**src/rtl/loop_seq_ctrl.sv**
```systemverilog
// Loopback config sequencer: glitch-free mute/apply/settle reconfiguration, manual requests plus window-peak automatic gain.
// Latency: config visible MUTE_CYCLES+1 cycles after accept; cfg_done pulses MUTE_CYCLES+SETTLE_CYCLES+2 cycles after accept.
// Backpressure: cfg_ready is high only in IDLE; a held request waits and is taken in the cfg_done cycle.
module loop_seq_ctrl #(
    parameter int MUTE_CYCLES   = 4,
    parameter int SETTLE_CYCLES = 4,
    parameter int WIN_LEN       = 1024
) (
    input  logic         clk,
    input  logic         rst,
    input  logic         cfg_valid,
    output logic         cfg_ready,
    input  logic         cfg_loop,
    input  logic         cfg_ri_sel,
    input  logic [1:0]   cfg_index,
    input  logic         agc_en,
    input  logic [255:0] ad_in,
    output logic         switch_loop,
    output logic         ri_sel,
    output logic [1:0]   index,
    output logic         da_mute,
    output logic         cfg_done,
    output logic [15:0]  peak_last
);
    localparam int SEQ_MAX = (MUTE_CYCLES > SETTLE_CYCLES) ? MUTE_CYCLES : SETTLE_CYCLES;
    localparam int SEQ_W   = $clog2(SEQ_MAX + 1);
    localparam int WIN_W   = $clog2(WIN_LEN);
    localparam logic [SEQ_W-1:0] MUTE_LAST   = SEQ_W'(MUTE_CYCLES - 1);
    localparam logic [SEQ_W-1:0] SETTLE_LAST = SEQ_W'(SETTLE_CYCLES - 1);
    localparam logic [WIN_W-1:0] WIN_LAST    = WIN_W'(WIN_LEN - 1);

    typedef enum logic [1:0] {ST_IDLE, ST_MUTE, ST_APPLY, ST_SETTLE} state_t;

    state_t           state_q, state_d;
    logic [SEQ_W-1:0] seq_cnt_q, seq_cnt_d;
    logic [WIN_W-1:0] win_cnt_q, win_cnt_d;
    logic [15:0]      peak_q, peak_d, peak_last_q, peak_last_d;
    logic             switch_loop_q, switch_loop_d, ri_sel_q, ri_sel_d;
    logic [1:0]       index_q, index_d;
    logic             pend_loop_q, pend_loop_d, pend_ri_q, pend_ri_d;
    logic [1:0]       pend_index_q, pend_index_d;
    logic             cfg_done_q, cfg_done_d;
    logic             accept, agc_run, win_end, agc_start, seq_last, load;
    logic [15:0]      samp, mag, samp_max, peak_cur;
    logic [1:0]       new_index;
    logic             unused_ad;

    assign unused_ad = ^ad_in[127:0];

    // Only the upper half of the ADC word carries the second-ADC samples.
    always_comb begin
        samp     = '0;
        mag      = '0;
        samp_max = '0;
        for (int k = 0; k < 8; k++) begin
            samp = ad_in[128 + 16*k +: 16];
            if (samp == 16'h8000)
                mag = 16'h7fff;
            else if (samp[15])
                mag = -samp;
            else
                mag = samp;
            if (mag > samp_max)
                samp_max = mag;
        end
    end

    always_comb begin
        accept    = (state_q == ST_IDLE) && cfg_valid;
        agc_run   = (state_q == ST_IDLE) && agc_en && switch_loop_q;
        win_end   = agc_run && (win_cnt_q == WIN_LAST);
        peak_cur  = (samp_max > peak_q) ? samp_max : peak_q;
        if (peak_cur >= 16'h4000)
            new_index = 2'd3;
        else if (peak_cur >= 16'h2000)
            new_index = 2'd2;
        else if (peak_cur >= 16'h1000)
            new_index = 2'd1;
        else
            new_index = 2'd0;
        // A manual request on the window-end edge overrides the gain decision.
        agc_start = win_end && !accept && (new_index != index_q);
        seq_last  = ((state_q == ST_MUTE) && (seq_cnt_q == MUTE_LAST)) ||
                    ((state_q == ST_SETTLE) && (seq_cnt_q == SETTLE_LAST));
        load      = (state_q == ST_MUTE) && seq_last;
    end

    always_ff @(posedge clk) begin
        if (rst)
            state_q <= ST_IDLE;
        else
            state_q <= state_d;
    end

    always_comb begin
        state_d = state_q;
        case (state_q)
            ST_IDLE:   if (accept || agc_start) state_d = ST_MUTE;
            ST_MUTE:   if (seq_last) state_d = ST_APPLY;
            ST_APPLY:  state_d = ST_SETTLE;
            ST_SETTLE: if (seq_last) state_d = ST_IDLE;
            default:   state_d = ST_IDLE;
        endcase
    end

    always_comb begin
        cfg_ready = (state_q == ST_IDLE) && !rst;
        da_mute   = (state_q != ST_IDLE);
    end

    always_comb begin
        seq_cnt_d     = '0;
        win_cnt_d     = '0;
        peak_d        = '0;
        peak_last_d   = peak_last_q;
        switch_loop_d = switch_loop_q;
        ri_sel_d      = ri_sel_q;
        index_d       = index_q;
        pend_loop_d   = pend_loop_q;
        pend_ri_d     = pend_ri_q;
        pend_index_d  = pend_index_q;
        cfg_done_d    = (state_q == ST_SETTLE) && seq_last;

        if (((state_q == ST_MUTE) || (state_q == ST_SETTLE)) && !seq_last)
            seq_cnt_d = seq_cnt_q + SEQ_W'(1);

        // Counter and peak stay cleared whenever the gain loop is not running or IDLE is left.
        if (win_end) begin
            peak_last_d = peak_cur;
        end else if (agc_run && !accept) begin
            win_cnt_d = win_cnt_q + WIN_W'(1);
            peak_d    = peak_cur;
        end

        if (accept) begin
            pend_loop_d  = cfg_loop;
            pend_ri_d    = cfg_ri_sel;
            pend_index_d = cfg_index;
        end else if (agc_start) begin
            pend_loop_d  = switch_loop_q;
            pend_ri_d    = ri_sel_q;
            pend_index_d = new_index;
        end

        if (load) begin
            switch_loop_d = pend_loop_q;
            ri_sel_d      = pend_ri_q;
            index_d       = pend_index_q;
        end
    end

    always_ff @(posedge clk) begin
        if (rst) begin
            seq_cnt_q     <= '0;
            win_cnt_q     <= '0;
            peak_q        <= '0;
            peak_last_q   <= '0;
            switch_loop_q <= 1'b1;
            ri_sel_q      <= 1'b1;
            index_q       <= 2'd0;
            pend_loop_q   <= 1'b1;
            pend_ri_q     <= 1'b1;
            pend_index_q  <= 2'd0;
            cfg_done_q    <= 1'b0;
        end else begin
            seq_cnt_q     <= seq_cnt_d;
            win_cnt_q     <= win_cnt_d;
            peak_q        <= peak_d;
            peak_last_q   <= peak_last_d;
            switch_loop_q <= switch_loop_d;
            ri_sel_q      <= ri_sel_d;
            index_q       <= index_d;
            pend_loop_q   <= pend_loop_d;
            pend_ri_q     <= pend_ri_d;
            pend_index_q  <= pend_index_d;
            cfg_done_q    <= cfg_done_d;
        end
    end

    assign switch_loop = switch_loop_q;
    assign ri_sel      = ri_sel_q;
    assign index       = index_q;
    assign cfg_done    = cfg_done_q;
    assign peak_last   = peak_last_q;

endmodule

```
**config.mk**
```make
export PLATFORM = sky130hd
export DESIGN_NAME = loop_seq_ctrl
export DESIGN_NICKNAME = d
export VERILOG_FILES = /design/src/rtl/loop_seq_ctrl.sv
export SDC_FILE = /design/constraint.sdc
export NUM_CORES = 1
export LEC_CHECK = 0
export BUFFER_PORTS_ARGS = -buffer_cell sky130_fd_sc_hd__buf_2
export CAP_MARGIN = 25
export CORE_MARGIN = 1
export CORE_UTILIZATION = 55
export DETAILED_ROUTE_END_ITERATION = 16
export GPL_TIMING_DRIVEN = 1
export PLACE_DENSITY = 0.91
export SYNTH_ARGS = -nofsm -noshare
export SYNTH_HDL_FRONTEND = slang
export SYNTH_SLANG_ARGS = --single-unit
```
**constraint.sdc**
```tcl
create_clock -name clk -period 37.4 [get_ports clk]
set_input_delay 7.48 -clock clk [delete_from_list [all_inputs] [get_ports clk]]
set_output_delay 7.48 -clock clk [all_outputs]
set_load 0.02 [all_outputs]
```
# After elaboration in Yosys (flattened, before gate mapping)
# Index checks and enable logic that the tools add are counted.
[classes] n_addsub=10 magnitude_cmp=12 eq_ne=17 muxes=38 bitwise=2 reduce_logical=25
[op_table] op="2-to-1 mux 16 bit" n=25
[op_table] op="== test 16 bit (second input constant)" n=8
[op_table] op="> comparator 16 bit" n=8
[op_table] op="negation 16 bit" n=8
[op_table] op="greater-or-equal comparator 16 x 13 -> 1 bit (second input constant)" n=1
[op_table] op="greater-or-equal comparator 16 x 14 -> 1 bit (second input constant)" n=1
[op_table] op="greater-or-equal comparator 16 x 15 -> 1 bit (second input constant)" n=1
[op_table] op="> comparator 16 x 1 -> 1 bit (second input constant)" n=1
[op_table] op="2-to-1 mux 2 bit" n=7
[op_table] op="logical AND 1 bit" n=13
[op_table] op="adder 10 x 1 -> 10 bit (second input constant)" n=1
[op_table] op="== test 10 bit (second input constant)" n=1
[op_table] op="one-hot mux 2 bit (4 select lines)" n=1
[op_table] op="2-to-1 mux 1 bit" n=5
[op_table] op="== test 2 bit (second input constant)" n=2
[op_table] op="!= test 2 bit (second input constant)" n=2
[op_table] op="nonzero test 2 bit" n=2
[op_table] op="adder 3 x 1 -> 3 bit (second input constant)" n=1
[op_table] op="== test 3 x 2 -> 1 bit (second input constant)" n=1
[op_table] op="zero test 1 bit" n=3
[op_table] op="logical OR 1 bit" n=3
[op_table] op="AND reduction 3 bit" n=1
[op_table] op="OR reduction 3 bit" n=1
[op_table] op="== test 2 x 1 -> 1 bit (second input constant)" n=1
[op_table] op="other kinds (5)" n=6
[word_totals] register_bits=56 in_bits=264 output_inout_bits=23 elab_cells=116

# Logic depth before layout (Yosys ltp)
# Gate-level depths: netlist of the first run.
[logic_depth] word_depth=30 depth_mapped=125 mapped_depth_nobuf=113

# Least setup slack after synthesis of the first run
# Ideal clock, no wire load.
[synth_path] path_type="in2reg" start="input port ad_in[145]" end="register pend_index_q[1]" setup_ps=122 t_arrival_ps=28254 required_time_ps=37278 setup_slack_ps=9024 path_stages=117 n_path_buf=12 cell_sequence="inv_1 -> ha_1 -> or3b_2 -> or3_1 -> o41ai_1 -> xor2_1 -> nand2_1 -> ha_1 -> nand4_1 -> a211oi_1 -> o31ai_1 -> a21oi_1 -> clkbuf_1 -> clkbuf_1 -> nor3_1 -> a31o_2 -> ha_1 -> nand4_1 -> (+81 left out) -> a21oi_1 -> nor2b_1 -> o21ai_0 -> a21boi_0 -> o21ai_0 -> nand2b_1 -> a21oi_1 -> nor2_1 -> o32a_1 -> nand2b_1 -> a41oi_1 -> a21oi_2 -> nor3b_2 -> o2111ai_2 -> and4_4 -> buf_6 -> and4_4 -> a311o_1"
[synth_via] elab_chain_cells=26 elab_cells_between_ends=31 cone_classes="1 x add/sub; 11 x order compare; 2 x eq/ne; 15 x mux; 2 x reduce/logical"
[synth_rtl] item="start: declaration" line_no="17" rtl="input logic [255:0] ad_in,"
[synth_rtl] item="negation 16 bit" line_no="60" rtl="mag = -samp;"
[synth_rtl] item="2-to-1 mux 16 bit" line_no="59" rtl="else if (samp[15])"
[synth_rtl] item="2-to-1 mux 16 bit (*)" line_no="57" rtl="if (samp == 16'h8000)"
[synth_rtl] item="> comparator 16 bit" line_no="63" rtl="if (mag > samp_max)"
[synth_rtl] item="2-to-1 mux 16 bit (*)" line_no="63"
[synth_rtl] item="> comparator 16 bit" line_no="63"
[synth_rtl] item="2-to-1 mux 16 bit (*)" line_no="63"
[synth_rtl] item="> comparator 16 bit" line_no="63"
[synth_rtl] item="(+10 left out)"
[synth_rtl] item="2-to-1 mux 16 bit (*)" line_no="72" rtl="peak_cur = (samp_max > peak_q) ? samp_max : peak_q;"
[synth_rtl] item="greater-or-equal comparator 16 x 13 -> 1 bit" line_no="77" rtl="else if (peak_cur >= 16'h1000)"
[synth_rtl] item="2-to-1 mux 1 bit" line_no="77"
[synth_rtl] item="2-to-1 mux 2 bit" line_no="75" rtl="else if (peak_cur >= 16'h2000)"
[synth_rtl] item="2-to-1 mux 2 bit (*)" line_no="73" rtl="if (peak_cur >= 16'h4000)"
[synth_rtl] item="!= test 2 bit" line_no="82" rtl="agc_start = win_end && !accept && (new_index != index_q);"
[synth_rtl] item="logical AND 1 bit" line_no="82"
[synth_rtl] item="nonzero test 2 bit (no source line)"
[synth_rtl] item="end signal: assignment" line_no="175" rtl="pend_index_q <= pend_index_d;"
[synth_rtl] item="end: declaration" line_no="41" rtl="logic [1:0] pend_index_q, pend_index_d;"
# Mark *: on every way between the ends. The rest lies on a longest branch, timed or not. The select of a mux whose other input is x is not followed.
# A chain may end at the register's enable or synchronous reset.

# Worst setup path in the final report of the first run
# Same ends and word-level chain as after synthesis.

==> results.md, run 1 <==
- Status: finished clean
- Fin Hold WS: 0.461 ns
- Layout Skew: 0.00495 ns
- Share of layout cells above drive strength 1: 14.8%
- Critical Path AT: 31.01 ns
- Synth area leaders: ha_1, dfxtp_1, nand2_1, xor2_1, nor2_1
- Max-slew violations: 0
- Die Height: 138 um
- Crit. Startpoint: ad_in[145]
- Die area: 19,000 um2
- Vias: 11,100
- Met3 usage: 2.06%
- Mapped cell area: 10,100 um2
- CP max FO: 27
- GPL Wtd Cong: 0.975
- Vias in the first global route: 10,200
- Fin. Hold Viols: 0
- Async S/R FF share, synth: 0%
- Critical Path Most Common Cell: o21ai_0
- Drt drc: 0
- Syn Nets: 1,844
- Grt peak-use layer: met2
- Antenna violations before repair: 0
- Final setup vio count: 0
- Reg2reg setup slack: 33.13 ns
- # clock sinks: 56
- Synthesis-to-finish area growth: 10.4%
- CP max-delay cell: a211o_1
- Num rows: 49
- Core ar.: 18,000 um2
- Yosys reg bits: 56
- Hold-fix buffers, CTS: 0
- DRT Pass-1 Iters: 5
- # fillers: 1,619
- Worst R2R Path Depth: 20
- Hold Crit Class: flip-flop to flip-flop
- Ratio of final minimum period to clock period: 82.4%
- Slowest cell delay on critical path: 0.54 ns
- Ant diodes: 0
- Clock buffer depth: 2
- Min Clock Period, post-route: 30.82 ns
- Seq/Total Area, Yosys: 11.1%
- Setup bufs post-CTS: 0
- First-pass GRT wire length: 44,900 um
- Critical path endpoint: pend_index_q[1]$_SDFFE_PP0P_
- Port Buffers: 158
- TritonCTS clock tree: done
- Ports: 287
- Worst slack at placement: 6.63 ns
- Grt total ovfl: 0
- Largest net degree at the start of global routing: 34
- RSZ-0062 raised after global routing: false
- Total track usage: 28.9%
- DP Wirelength: 23,100 um
- Number of max-cap violations: 0
- Fmax: 32.4 MHz
- DRT iter0 DRCs: 628
- Synth warn: 0
- Post-layout worst setup margin: 6.58 ns
- FF-to-FF Start: peak_q[2]$_SDFF_PP0_
- Top-count cell post-synth: nand2_1
- GR Util met1: 32.3%
- Post-synth top cells: nand2_1, nor2_1, ha_1, inv_1, o21ai_0
- Resized cells post-CTS: 0
- Cell variety after synth: 92
- Detail Route Antenna Nets: 0
- Yosys top cell by area: ha_1
- Inserted Clock Buffers: 5
- Top cell type's share of synthesized area: 16.7%
- Primary FF master, synth: dfxtp_1
- Avg Synthesized Cell Area: 7.02 um2
- Total wire length: 28,300 um
- End of the worst register-to-register path: pend_index_q[1]$_SDFFE_PP0P_
- Initial Utilization: 56.2%
- CP Class: input pin to flip-flop
- Synth Instances: 1,445
- Worst Setup Start Kind: input pin
- Relative slew slack: 33.5%
- Met2 GRT Util: 54.4%
- Wire per inst: 15.8 um
- Final nets: 1,957
- Setup_tns: 0 ns
- Worst skew pair latency: 0.30 ns
- Root Driver: clkbuf_16
- Worst slew pin tran: 0.998 ns
- Crit end category: flip-flop
- Avg Vias per Cell: 6.20
- H-tree depth: 2
- Required time worst endpoint: 37.59 ns
- Final Core Density: 62.1%
- Die W: 138 um
- Post-synth EDFFs: 0
- Clock-pin slew on the worst setup and hold paths: 0.07 ns
## registers in the layout (all words and copies together), names as in the netlist
name,count
peak_q,16
switch_loop,1
cfg_done,1
pend_ri_q,1
win_cnt_q,10
state_q,2
index,2
pend_index_q,2
seq_cnt_q,3
pend_loop_q,1
ri_sel,1
peak_last,16
## final cells by class
class | instances | area, um2 | share of cell area [%]
multi-input cells | 1233 | 8420 | 75.2
flip-flops and latches | 56 | 1120 | 10.0
repair buffers | 162 | 836 | 7.47
inverters | 100 | 375 | 3.35
well taps | 229 | 287 | 2.56
clock buffers | 5 | 125 | 1.12
clock inverters | 3 | 27.5 | 0.246
## cells in the final DEF, fill, tap and decap left out, types with 34 or more instances in the layout
master	count
a21oi_1	71
buf_2	158
inv_1	100
nor2_1	139
nand2_1	183
ha_1	135
dfxtp_1	56
xor2_1	68
o21ai_0	91
nor3_1	34
## per-stage QoR
stage                     area, um2  std cells
final                         11200       1788
after detailed placement      11000       1779
after floorplan               10100       1445
after CTS                     11200       1787
after global placement        11000       1778
after global routing          11200       1788
## critical path, delay by kind of cell
family / cells / cell delay [ns]
buf+inv: 7 / 0.98
xor+xnor: 1 / 0.24
compound gates: 54 / 12.73
fa+ha+maj: 9 / 2.68
mux: 2 / 0.90
simple gates: 35 / 5.95
## how the worst min path moves through the flow
stage	depth (start not counted)	to	slack, ns	startpoint
after detailed placement	1	seq_cnt_q[0]$_SDFF_PP0_	0.45	seq_cnt_q[0]$_SDFF_PP0_
after floorplan	1	seq_cnt_q[0]$_SDFF_PP0_	0.41	seq_cnt_q[0]$_SDFF_PP0_
after global placement	1	seq_cnt_q[0]$_SDFF_PP0_	0.42	seq_cnt_q[0]$_SDFF_PP0_
after global routing	2	peak_last[0]$_SDFFE_PP0P_	0.49	peak_last[0]$_SDFFE_PP0P_
after CTS	2	peak_last[0]$_SDFFE_PP0P_	0.46	peak_last[0]$_SDFFE_PP0P_
final	1	win_cnt_q[0]$_SDFF_PP0_	0.46	win_cnt_q[0]$_SDFF_PP0_
## metal layers
metal	share of wire [%]	wire length [um]
met1	40	11300
met2	49	13900
met3	5.6	1580
met4	5.1	1450
met5	0	0
## logic make-up (layout without fill, tap and decap cells)
kind of cell	count (synthesis)	count (layout)	synth area share, %
AO/OA/AOI/OAI	376	376	25.2
AND/OR/NAND/NOR	590	590	29.1
flip-flops	56	56	11.1
XOR/XNOR	88	88	7.60
multiplexers	43	43	4.39
adder cells (fa/ha/maj)	136	136	16.8
buffers and inverters	156	270	5.94
Power of run 1 is not shown: default switching activity piles up to over one toggle a cycle in this logic, so the estimate is an artifact.
==> inputs of run 2 (changes only) <==
--- a/config.mk
+++ b/config.mk
@@ -5,13 +5,14 @@
 export SDC_FILE = /design/constraint.sdc
 export NUM_CORES = 1
 export LEC_CHECK = 0
+export ABC_AREA = 1
 export BUFFER_PORTS_ARGS = -buffer_cell sky130_fd_sc_hd__buf_2
 export CAP_MARGIN = 25
 export CORE_MARGIN = 1
 export CORE_UTILIZATION = 55
 export DETAILED_ROUTE_END_ITERATION = 16
 export GPL_TIMING_DRIVEN = 1
-export PLACE_DENSITY = 0.91
+export PLACE_DENSITY = 0.9
 export SYNTH_ARGS = -nofsm -noshare
 export SYNTH_HDL_FRONTEND = slang
 export SYNTH_SLANG_ARGS = --single-unit
==> constraint.sdc (replaced) <==
create_clock -name clk -period 31.7 [get_ports clk]
set_input_delay 6.34 -clock clk [delete_from_list [all_inputs] [get_ports clk]]
set_output_delay 6.34 -clock clk [all_outputs]
set_load 0.02 [all_outputs]
==> run 2 against run 1 <==
Worst hold slack worse by 0.037 ns. First-iteration DRC count is 36% higher. Clock skew up 0.00058 ns. Clock-buffer cell count unchanged. Sequential share of layout area decreased by 0.29 points. Synthesized area is 3.3% higher. Setup slack got worse by 0.15 ns. Critical path depth fell by 12. Design area is 3.0% higher. Critical endpoint is now pend_loop_q$_SDFFE_PP1P_. Highest routed layer unchanged.
==> results.md, run 2 <==
- Relative slew slack: 45.6% (+12 points)
- Int Pwr: 0.513 mW
- Final nets: 2,338 (+19%)
- Syn Nets: 2,215 (+20%)
- Fin. Hold Viols: 0 (unchanged)
- Number of max-cap violations: 0 (unchanged)
- Synth Instances: 1,816 (+26%)
- Post-synth top cells: nand2_1, inv_1, nor2_1, ha_1, o21ai_0
- Initial Utilization: 56.0% (-0.27 points)
- Async S/R FF share, synth: 0% (unchanged)
- Most frequent cells in the layout: nand2_1, inv_1, nor2_1, buf_2, ha_1
- Primary FF master, synth: dfxtp_1
- Ant diodes: 0 (unchanged)
- First-pass GRT wire length: 46,700 um (+3.9%)
- Synth warn: 0 (unchanged)
- Synth area leaders: nand2_1, ha_1, dfxtp_1, inv_1, nor2_1
- Leading cell type in the layout, fill and taps excluded: nand2_1
- Post-synth EDFFs: 0 (unchanged)
- Post-synthesis mux area share: 0.191% (-4.2 points)
- CP max-delay cell: clkinv_1
- Power per cell area: 117 nW/um2
- Yosys reg bits: 56 (unchanged)
- DRT Pass-1 Iters: 6 (+1)
- Synthesis-to-finish area growth: 10.1%
- Layout Skew: 0.00553 ns (+0.000579 ns)
- Vias: 12,000 (+7.8%)
- Ports: 287 (unchanged)
- DP Wirelength: 23,300 um (+0.58%)
- Largest net degree at the start of global routing: 37 (+8.8%)
- Vias in the first global route: 10,900 (+7.0%)
- Synth Area in Adders: 16.1% (-0.63 points)
- Top cell type's share of synthesized area: 17.5% (+0.83 points)
- CP Class: input pin to flip-flop
- Largest family of logic cells by synthesized area: simple AND/OR/NAND/NOR gates
- Switching pwr: 0.839 mW
- Total track usage: 27.9% (-1.0 points)
- Max-slew violations: 0 (unchanged)
- Drt drc: 0 (unchanged)
- Root Driver: clkbuf_16
- Clock-pin slew on the worst setup and hold paths: 0.07 ns (about the same)
- Comb power frac: 89.6%
- Inserted Clock Buffers: 5 (unchanged)
- DP Cell Count: 2,166 (+22%)
- RSZ-0062 raised after global routing: false
- Worst slew pin tran: 0.814 ns (-0.184 ns)
- Setup bufs post-CTS: 0 (unchanged)
- Top-count cell post-synth: nand2_1
- Cell variety after synth: 53 (-42%)
- Critical Path Most Common Cell: nand2_1
- Port Buffers: 158 (unchanged)
- Yosys top cell by area: nand2_1
- Worst skew pair latency: 0.29 ns (about the same)
- Die W: 140 um (+1.6%)
- Num rows: 50 (+2.0%)
- Die Height: 140 um (+1.6%)
- Pleak: 5.97 nW
- Crit end category: flip-flop
- Setup_tns: 0 ns (unchanged)
- Status: finished clean
- Final non-filler cell total: 2,172 (+21%)
- Required time worst endpoint: 31.84 ns (-5.75 ns)
- Hold-fix buffers, CTS: 0 (unchanged)
- TritonCTS clock tree: done
- Antenna violations before repair: 0 (unchanged)
- Critical Path AT: 25.42 ns (-5.59 ns)
- Post-synthesis simple-gate area fraction: 41.6% (+13 points)
- Hold Crit Class: flip-flop to flip-flop
- Hold Startpoint: seq_cnt_q[0]$_SDFF_PP0_
- Total wire length: 27,900 um (-1.5%)
- GPL Wtd Cong: 0.954 (-2.1%)
- Seq/Total Area, Yosys: 10.7% (-0.35 points)
- DRT iter0 DRCs: 856 (+36%)
- Xor-xnor portion of the synthesized cell area: 5.77% (-1.8 points)
- Worst Setup Start Kind: input pin
- Ratio of final minimum period to clock period: 79.7%
- Clock network power share: 4.5%
- Avg Vias per Cell: 5.51 (-11%)
- Wire per inst: 12.8 um (-19%)
- Flop pwr share: 6.0%
- Slowest cell delay on critical path: 0.81 ns (+0.27 ns)
- Share of layout cells above drive strength 1: 12.1% (-2.7 points)
- FF-to-FF Start: peak_q[3]$_SDFF_PP0_
- Net Sw Frac: 62.1%
- Fmax: 39.6 MHz
- Grt total ovfl: 0 (unchanged)
- Synth Area in Compound Gates: 14.7% (-10 points)
- Crit. Startpoint: ad_in[145]
- Detail Route Antenna Nets: 0 (unchanged)
- Final setup vio count: 0 (unchanged)
- Mapped cell area: 10,500 um2 (+3.3%)
- CP max FO: 36 (+33%)
- Min Clock Period, post-route: 25.27 ns
- Clock buffer depth: 2 (unchanged)
- Die area: 19,600 um2 (+3.2%)
- Worst VDD drop: 0.101 mV
- Core ar.: 18,700 um2 (+3.8%)
- # clock sinks: 56 (unchanged)
- Avg Synthesized Cell Area: 5.77 um2 (-18%)
- Resized cells post-CTS: 0 (unchanged)
- H-tree depth: 2 (unchanged)
==> run 2: changes by cell type in the layout (fill, tap and decap cells not counted), sizes merged, moves of 23 or more <==
cell / previous run / this run
a21o: 33 / 1
inv: 101 / 245
mux2i: 34 / 2
nand2: 183 / 510
nand3: 35 / 106
nor2: 140 / 213
nor2b: 28 / 0
nor3: 34 / 57
o21ai: 95 / 148
o31ai: 32 / 7
or3: 28 / 0
xor2: 68 / 45
==> run 2: path summary, 6_finish.rpt <==
| kind | endpoint | slack (ns) | cells after the start |
|---|---|---|---|
| setup / recovery | pend_loop_q$_SDFFE_PP1P_ | 6.43 | 96 |
| setup reg to reg | pend_loop_q$_SDFFE_PP1P_ | 27.68 | 22 |
| hold reg to reg | seq_cnt_q[0]$_SDFF_PP0_ | 0.42 | 1 |
| hold / removal | seq_cnt_q[0]$_SDFF_PP0_ | 0.42 | 1 |
==> run 2: logic make-up after synthesis <==
kind of cell             count (synthesis)
AND/OR/NAND/NOR                        986
buffers and inverters                  292
AO/OA/AOI/OAI                          276
adder cells (fa/ha/maj)                135
XOR/XNOR                                69
flip-flops                              56
multiplexers                             2
==> run 2: power groups by stage <==
stage / Combinational (mW) / Clock, mW / Sequential (mW)
finish: 1.21 / 0.0603 / 0.0806
global route: 1.39 / 0.0635 / 0.0811
CTS: 1.20 / 0.0602 / 0.0806
detailed placement: 1.18 / 0 / 0.0821
global placement: 1.13 / 0 / 0.0818
floorplan: 0.922 / 0 / 0.0813
==> run 2: final cells by class <==
class                           count  area, um2
Multi-Input combinational cell   1468       8220
Fill cell                        1759       7180
Sequential cell                    56       1120
Inverter                          249        937
Timing Repair Buffer              159        798
Tap cell                          234        293
Clock buffer                        5        125
Clock inverter                      1       30.0
==> run 2: worst max-delay path: cells and delay by family <==
kind	cells	cell delay, ns
compound gates	20	4.69
fa+ha+maj	9	2.85
buf+inv	12	2.31
simple gates	55	9.20
==> run 2: per-layer routing <==
| layer | share of wire (%) | vias up | track usage, % |
|---|---|---|---|
| met2 | 48 | 366 | 50.4 |
| met3 | 4.9 | 79 | 2.09 |
| met1 | 43 | 5298 | 34.0 |
| met5 | 0 | - | 0 |
| li1 | - | 6217 | - |
| met4 | 3.7 | 0 | 11.8 |
==> run 2: through the flow <==
step / utilization (%) / worst slack, ns / hold WS (ns) / area, um2 / total power [mW]
5_1_grt: 61.6 / 4.26 / 0.443 / 11500 / 1.54
6_report: 61.6 / 6.43 / 0.424 / 11500 / 1.35
3_3_place_gp: 60.8 / 7.05 / 0.408 / 11400 / 1.21
4_1_cts: 61.6 / 6.78 / 0.428 / 11500 / 1.34
2_1_floorplan: - / 9.48 / 0.399 / 10500 / 1.00
3_5_place_dp: 60.8 / 6.55 / 0.412 / 11400 / 1.26
Note: power is estimated with default switching activity, not from simulation.
